<file path="src/rtl/ipm2l_fifo_fwft_rd_pkg.sv">
// Shared constants and helpers for the ipm2l FIFO first-word-fall-through read path.
package ipm2l_fifo_fwft_rd_pkg;

  localparam int unsigned c_CNT_W          = 2;
  localparam int unsigned c_RD_LATENCY_MIN = 1;
  localparam int unsigned c_RD_LATENCY_MAX = 2;

  function automatic bit rd_latency_ok(input int unsigned lat);
    return (lat >= c_RD_LATENCY_MIN) && (lat <= c_RD_LATENCY_MAX);
  endfunction

  // Circular pointer increment, wrapping at depth-1 back to 0.
  function automatic logic [c_CNT_W-1:0] ptr_inc(input logic [c_CNT_W-1:0] ptr,
                                                 input int unsigned       depth);
    return (32'(ptr) == depth - 1) ? '0 : ptr + c_CNT_W'(1);
  endfunction

endpackage

</file>
<file path="src/rtl/ipm2l_fifo_fwft_rd_if.sv">
// FIFO read port plus output stream of the FWFT read adapter.
interface ipm2l_fifo_fwft_rd_if
  import ipm2l_fifo_fwft_rd_pkg::*;
#(
  parameter int unsigned c_DATA_WIDTH = 32
);

  logic                    fifo_rempty;
  logic                    fifo_r_en;
  logic [c_DATA_WIDTH-1:0] fifo_rdata;
  logic [c_DATA_WIDTH-1:0] m_tdata;
  logic                    m_tvalid;
  logic                    m_tready;
  logic [c_CNT_W-1:0]      buf_level;

  modport master (
    input  fifo_rempty, fifo_rdata, m_tready,
    output fifo_r_en, m_tdata, m_tvalid, buf_level
  );

  modport slave (
    output fifo_rempty, fifo_rdata, m_tready,
    input  fifo_r_en, m_tdata, m_tvalid, buf_level
  );

endinterface

</file>
<file path="src/rtl/ipm2l_fifo_skid_buf.sv">
// Circular output buffer: lands read data, presents the head word as a registered-valid stream.
module ipm2l_fifo_skid_buf
  import ipm2l_fifo_fwft_rd_pkg::*;
#(
  parameter int unsigned c_DATA_WIDTH = 32,
  parameter int unsigned c_BUF_DEPTH  = 2
)(
  input  logic                    clk,
  input  logic                    rst_n,
  input  logic                    land,
  input  logic [c_DATA_WIDTH-1:0] land_data,
  input  logic                    ready,
  output logic [c_DATA_WIDTH-1:0] data,
  output logic                    valid,
  output logic [c_CNT_W-1:0]      level
);

  // Storage is sized to the pointer range so every pointer value indexes a real entry.
  localparam int unsigned c_MEM_N = 1 << c_CNT_W;

  logic [c_DATA_WIDTH-1:0] mem [c_MEM_N];
  logic [c_CNT_W-1:0]      wr_ptr;
  logic [c_CNT_W-1:0]      rd_ptr;
  logic [c_CNT_W-1:0]      occ;
  logic [c_CNT_W-1:0]      occ_nxt_c;
  logic                    pop_c;

  assign pop_c = valid & ready;
  assign data  = mem[rd_ptr];
  assign level = occ;

  always_comb begin
    occ_nxt_c = occ;
    unique case ({land, pop_c})
      2'b10:   occ_nxt_c = occ + c_CNT_W'(1);
      2'b01:   occ_nxt_c = occ - c_CNT_W'(1);
      default: occ_nxt_c = occ;
    endcase
  end

  always_ff @(posedge clk) begin
    if (!rst_n) begin
      mem    <= '{default: '0};
      wr_ptr <= '0;
      rd_ptr <= '0;
      occ    <= '0;
      valid  <= 1'b0;
    end else begin
      if (land) begin
        mem[wr_ptr] <= land_data;
        wr_ptr      <= ptr_inc(wr_ptr, c_BUF_DEPTH);
      end
      if (pop_c) begin
        rd_ptr <= ptr_inc(rd_ptr, c_BUF_DEPTH);
      end
      occ   <= occ_nxt_c;
      valid <= (occ_nxt_c != '0);
    end
  end

  // The credit rule upstream guarantees a free entry for every landing word.
  a_no_land_when_full: assert property (@(posedge clk) disable iff (!rst_n)
    land |-> (32'(occ) < c_BUF_DEPTH));

endmodule

</file>
<file path="src/rtl/ipm2l_fifo_fwft_rd.sv">
// FWFT read adapter: issues FIFO reads against buffer credit and hides the DRM read latency.
module ipm2l_fifo_fwft_rd
  import ipm2l_fifo_fwft_rd_pkg::*;
#(
  parameter int unsigned c_DATA_WIDTH = 32,
  parameter int unsigned c_RD_LATENCY = 1
)(
  input  logic                   rclk,
  input  logic                   rrst_n,
  ipm2l_fifo_fwft_rd_if.master   bus
);

  localparam int unsigned c_BUF_DEPTH = c_RD_LATENCY + 1;
  localparam int unsigned c_SUM_W     = c_CNT_W + 1;
  localparam bit          c_LAT_OK    = rd_latency_ok(c_RD_LATENCY);

  logic [c_RD_LATENCY-1:0] pipe;
  logic [c_CNT_W-1:0]      inflight_c;
  logic [c_CNT_W-1:0]      occ;
  logic [c_SUM_W-1:0]      committed_c;
  logic                    accept_c;
  logic                    pop_c;
  logic                    land_c;

  assign accept_c   = bus.fifo_r_en & ~bus.fifo_rempty;
  assign pop_c      = bus.m_tvalid & bus.m_tready;
  assign land_c     = pipe[c_RD_LATENCY-1];
  assign inflight_c = c_CNT_W'($countones(pipe));

  // Words already owned by the buffer, less the one leaving this cycle; m_tready feeds r_en directly.
  assign committed_c   = c_SUM_W'(occ) + c_SUM_W'(inflight_c) - c_SUM_W'(pop_c);
  assign bus.fifo_r_en = rrst_n & ~bus.fifo_rempty & (committed_c < c_SUM_W'(c_BUF_DEPTH));

  always_ff @(posedge rclk) begin
    if (!rrst_n) begin
      pipe <= '0;
    end else begin
      pipe <= c_RD_LATENCY'({pipe, accept_c});
    end
  end

  ipm2l_fifo_skid_buf #(
    .c_DATA_WIDTH (c_DATA_WIDTH),
    .c_BUF_DEPTH  (c_BUF_DEPTH)
  ) u_skid_buf (
    .clk       (rclk),
    .rst_n     (rrst_n),
    .land      (land_c),
    .land_data (bus.fifo_rdata),
    .ready     (bus.m_tready),
    .data      (bus.m_tdata),
    .valid     (bus.m_tvalid),
    .level     (occ)
  );

  assign bus.buf_level = occ;

  a_rd_latency_legal: assert property (@(posedge rclk) c_LAT_OK);

  a_credit_bound: assert property (@(posedge rclk) disable iff (!rrst_n)
    (32'(occ) + 32'(inflight_c)) <= c_BUF_DEPTH);

endmodule
</file>
<file path="src/flat_wrapper.sv">
// flat-port wrapper written by rule: the top's interface ports become plain ports
module ipm2l_fifo_fwft_rd_flat import ipm2l_fifo_fwft_rd_pkg::*;
#(
  parameter int unsigned c_DATA_WIDTH = 32,
  parameter int unsigned c_RD_LATENCY = 1
)
  (rclk, rrst_n, bus_fifo_rempty, bus_fifo_rdata, bus_m_tready, bus_fifo_r_en, bus_m_tdata, bus_m_tvalid, bus_buf_level);
  ipm2l_fifo_fwft_rd_if #(.c_DATA_WIDTH(c_DATA_WIDTH)) bus_i ();
  input  logic rclk;
  input  logic rrst_n;
  input wire logic [$bits(bus_i.fifo_rempty)-1:0] bus_fifo_rempty;
  input wire logic [$bits(bus_i.fifo_rdata)-1:0] bus_fifo_rdata;
  input wire logic [$bits(bus_i.m_tready)-1:0] bus_m_tready;
  output wire logic [$bits(bus_i.fifo_r_en)-1:0] bus_fifo_r_en;
  output wire logic [$bits(bus_i.m_tdata)-1:0] bus_m_tdata;
  output wire logic [$bits(bus_i.m_tvalid)-1:0] bus_m_tvalid;
  output wire logic [$bits(bus_i.buf_level)-1:0] bus_buf_level;
  assign bus_i.fifo_rempty = bus_fifo_rempty;
  assign bus_i.fifo_rdata = bus_fifo_rdata;
  assign bus_i.m_tready = bus_m_tready;
  assign bus_fifo_r_en = bus_i.fifo_r_en;
  assign bus_m_tdata = bus_i.m_tdata;
  assign bus_m_tvalid = bus_i.m_tvalid;
  assign bus_buf_level = bus_i.buf_level;
  ipm2l_fifo_fwft_rd #(.c_DATA_WIDTH(c_DATA_WIDTH), .c_RD_LATENCY(c_RD_LATENCY)) u_core (.rclk(rclk), .rrst_n(rrst_n), .bus(bus_i));
endmodule
</file>
<file path="config.mk">
export PLATFORM = sky130hd
export DESIGN_NAME = ipm2l_fifo_fwft_rd_flat
export DESIGN_NICKNAME = d
export VERILOG_FILES = /design/src/rtl/ipm2l_fifo_fwft_rd_pkg.sv /design/src/rtl/ipm2l_fifo_fwft_rd_if.sv /design/src/rtl/ipm2l_fifo_skid_buf.sv /design/src/rtl/ipm2l_fifo_fwft_rd.sv /design/src/flat_wrapper.sv
export SDC_FILE = /design/constraint.sdc
export NUM_CORES = 1
export LEC_CHECK = 0
export ABC_AREA = 1
export CORE_MARGIN = 2
export CORE_UTILIZATION = 57
export CTS_BUF_LIST = sky130_fd_sc_hd__clkbuf_2
export DETAILED_ROUTE_END_ITERATION = 7
export GPL_TIMING_DRIVEN = 0
export PLACE_DENSITY = 0.82
export SYNTH_ARGS = -nofsm -noshare
export SYNTH_HDL_FRONTEND = slang
export SYNTH_SLANG_ARGS = --single-unit
</file>
<file path="constraint.sdc">
create_clock -name rclk -period 2.15 [get_ports rclk]
set_clock_uncertainty 0.1 [all_clocks]
set_input_delay 0.43 -clock rclk [delete_from_list [all_inputs] [get_ports rclk]]
set_output_delay 0.43 -clock rclk [all_outputs]
set_load 0.01 [all_outputs]
</file>
==> results.toml <==
[worst_setup_path]
r2r_end = "u_core.land_c$_SDFF_PN0_"
critical_path_class = "reg2out"
r2r_cells = 9
crit_top_cell = "nand2_2"
r2r_start = "u_core.land_c$_SDFF_PN0_"
cp_max_fo = 4
crit_arrival_ps = 2300
cp_cell_sequence = "inv_4 > nand3_2 > nand2_2 > ha_1 > inv_1 > fa_1 > nand2_2 > nor3_2 > buf_2"
crit_path_end_kind = "primary output"
crit_buf_inv = 3
crit_path_start_kind = "flip-flop"
slowest_delay_ps = 480
critical_path_required_ps = 1620
slowest_stage = "fa_1"
r2r_slack_ps = 370
cpLargestDelayFamily = "adder cells"

[timing]
finalCritPeriodShare_pct = 132
setup-tns-final_ps = -10760
finalWorstSetupSlack_ps = -682
relSlewSlack_pct = 59.9
worstMarginPinSlew_ps = 601
fmax_mhz = 353
setup_viol = 33
fin_crit_ps = 2830
hold_violations = 0
holdWs_ps = 233
rsz0062_at_grt = "yes"
drv_slew = 0

[worst_hold_path]
hold_depth = 2
holdCritPathClass = "in2reg"
min_to = "u_core.land_c$_SDFF_PN0_"
hold_start = "bus_fifo_rempty"

[placement]
dp.cells = 990
gp_congestion = 0.907
port_buffers = 71
dp.final_hpwl_um = 11300
dpl_worst_slack_ps = -960

[cells_and_area]
n_antenna_cell = 0
drive_above_1_share_pct = 26.0
mostFrequentLayoutCells = "163 x nor2_1, 130 x dfxtp_1, 101 x o21ai_0, 66 x a21oi_1, 47 x buf_2"
stdcell_count = 1049
fin_nets = 942
register_area_um2 = 2740
num-fill-cells = 670
multiInputGateArea_um2 = 3010
final_common_cell = "nor2_1"
syn_to_final_growth_pct = 33.4

[floorplanning]
fp.dieW_um = 104
die_y_um = 104
initial_core_util_pct = 58.6
io_pins = 72
core-area_um2 = 9770
rows = 36
dieArea_um2 = 10900

[routing]
drc_errors = 0
wirelength_um = 19700
final_antenna_net_count = 0
dr_total_vias = 6440
detail_route.wl_per_cell_um = 18.8
viasPerCell = 6.14
drt_iter0_drc = 597
drt-pass1-iter-count = 8

[global_routing]
antenna_found_initial = 0
grt_pass1_vias = 6208
top_usage_layer = "met2"
use_met2_pct = 57.9
grtUsageMet3_pct = 9.21
grt_pass1_wl_um = 29800
overflow = 0
track_usage_pct = 34.4
grtUsageMet1_pct = 40.7
grt_max_degree = 17

[logic_synthesis]
yosys-top-cells-area = "dfxtp_1 48%, o21ai_0 14%, nor2_1 13%"
yosysWarningCount = 0
syn-num-nets = 824
postSynthCellCount = 786
yosysSeqAreaShare_pct = 47.6
ys_seq_elements = 136
ys_types = 24
syn_avg_cell_area_um2 = 7.28
synth_top_area_cell = "dfxtp_1"
synth_area_um2 = 5720
synth_top_area_share_pct = 47.6

[clock_network]
clk_pin_slew_ps = 200
cts-root-buf = "clkbuf_2"
ctsLongestPathBuffers = 2
hold_buffers = 0
clk_latency_ps = 680
cts_tree = "yes"
cts.sinks = 136
htree_levels = 4
cts-buffers-inserted = 17

[pwr]
max-vdd-ir-drop_mv = 0.512
p_leak_nw = 3.09
power_mw = 6.95
power.density_nw_per_um2 = 909

[outcome]
violations = "setup timing"
outcome = "complete, but fails checks"

[run]
max_cap_viol_count = 0
[kinds of logic (layout without fill, tap and decap cells)]
kind of cell / after synthesis / in the layout / share of synthesized area (%)
buf+inv: 107 / 237 / 8.61
simple gates: 280 / 280 / 19.7
flops: 136 / 136 / 47.6
fa+ha+maj: 2 / 2 / 0.568
xor+xnor: 1 / 1 / 0.153
compound gates: 260 / 260 / 23.4
[layout make-up]
type,instances,share of cell area [%]
Inverter,45,2.41
Buffer,57,5.65
Timing Repair Buffer,104,12.5
Clock buffer,19,1.25
Clock inverter,12,0.819
Multi-Input combinational cell,543,39.4
Sequential cell,136,35.8
Tap cell,133,2.18
[flip-flops by register name, summed over array words and instances, names as in the netlist]
name,count
u_core.land_c,1
u_core.u_skid_buf.rd_ptr,2
u_core.u_skid_buf.mem,128
u_core.u_skid_buf.valid,1
u_core.u_skid_buf.wr_ptr,2
u_core.u_skid_buf.level,2
[per-layer routing]
metal | vias up | share of wire, %
li1 | 2850 | -
met1 | 2993 | 36
met2 | 489 | 48
met3 | 108 | 11
met4 | 0 | 4.9
met5 | - | 0
[metrics by stage]
| stage | utilization [%] | cell area (um2) |
|---|---|---|
| 3_3_place_gp | 67.6 | 6610 |
| 4_1_cts | 74.5 | 7280 |
| 2_1_floorplan | - | 5730 |
| 6_report | 78.1 | 7640 |
| 3_5_place_dp | 67.6 | 6610 |
| 5_1_grt | 78.1 | 7640 |
[Yosys cell counts]
master / number
buf_2: 17
ha_1: 1
nor2_4: 1
o21ai_0: 157
nand3_1: 35
clkbuf_1: 29
buf_6: 6
nor2_1: 194
dfxtp_1: 136
nor3_4: 1
xor2_1: 1
nand2_2: 1
inv_2: 4
fa_1: 1
o22ai_1: 31
nand2_1: 45
clkbuf_2: 2
buf_4: 6
nor3_1: 2
a21oi_1: 67
buf_1: 2
nand3_2: 1
inv_1: 41
o21ai_1: 5
[worst max path at each step]
| stage | from | endpoint | slack [ps] | cells after the start |
|---|---|---|---|---|
| 3_3_place_gp | bus_m_tready | bus_fifo_r_en | -940 | 10 |
| 4_1_cts | u_core.land_c$_SDFF_PN0_ | bus_fifo_r_en | -680 | 9 |
| 2_1_floorplan | bus_m_tready | bus_fifo_r_en | 50 | 8 |
| 3_5_place_dp | bus_m_tready | bus_fifo_r_en | -960 | 10 |
| 6_report | u_core.land_c$_SDFF_PN0_ | bus_fifo_r_en | -680 | 9 |
| 5_1_grt | u_core.land_c$_SDFF_PN0_ | bus_fifo_r_en | -820 | 9 |
[where the power goes]
| part | switching [mW] | internal [mW] |
|---|---|---|
| sequential | 0.181 | 2.80 |
| combinational | 1.52 | 1.24 |
| clock | 0.932 | 0.275 |
| total | 2.63 | 4.31 |
[timing repair]
action / CTS / global route
gates cloned: 8 / 0
gates resized for setup: 292 / 122
endpoints found under the setup margin: 36 / 33
pin swaps: 33 / 31
buffers inserted: 22 / 9
Note: power is estimated with default switching activity, not from simulation.
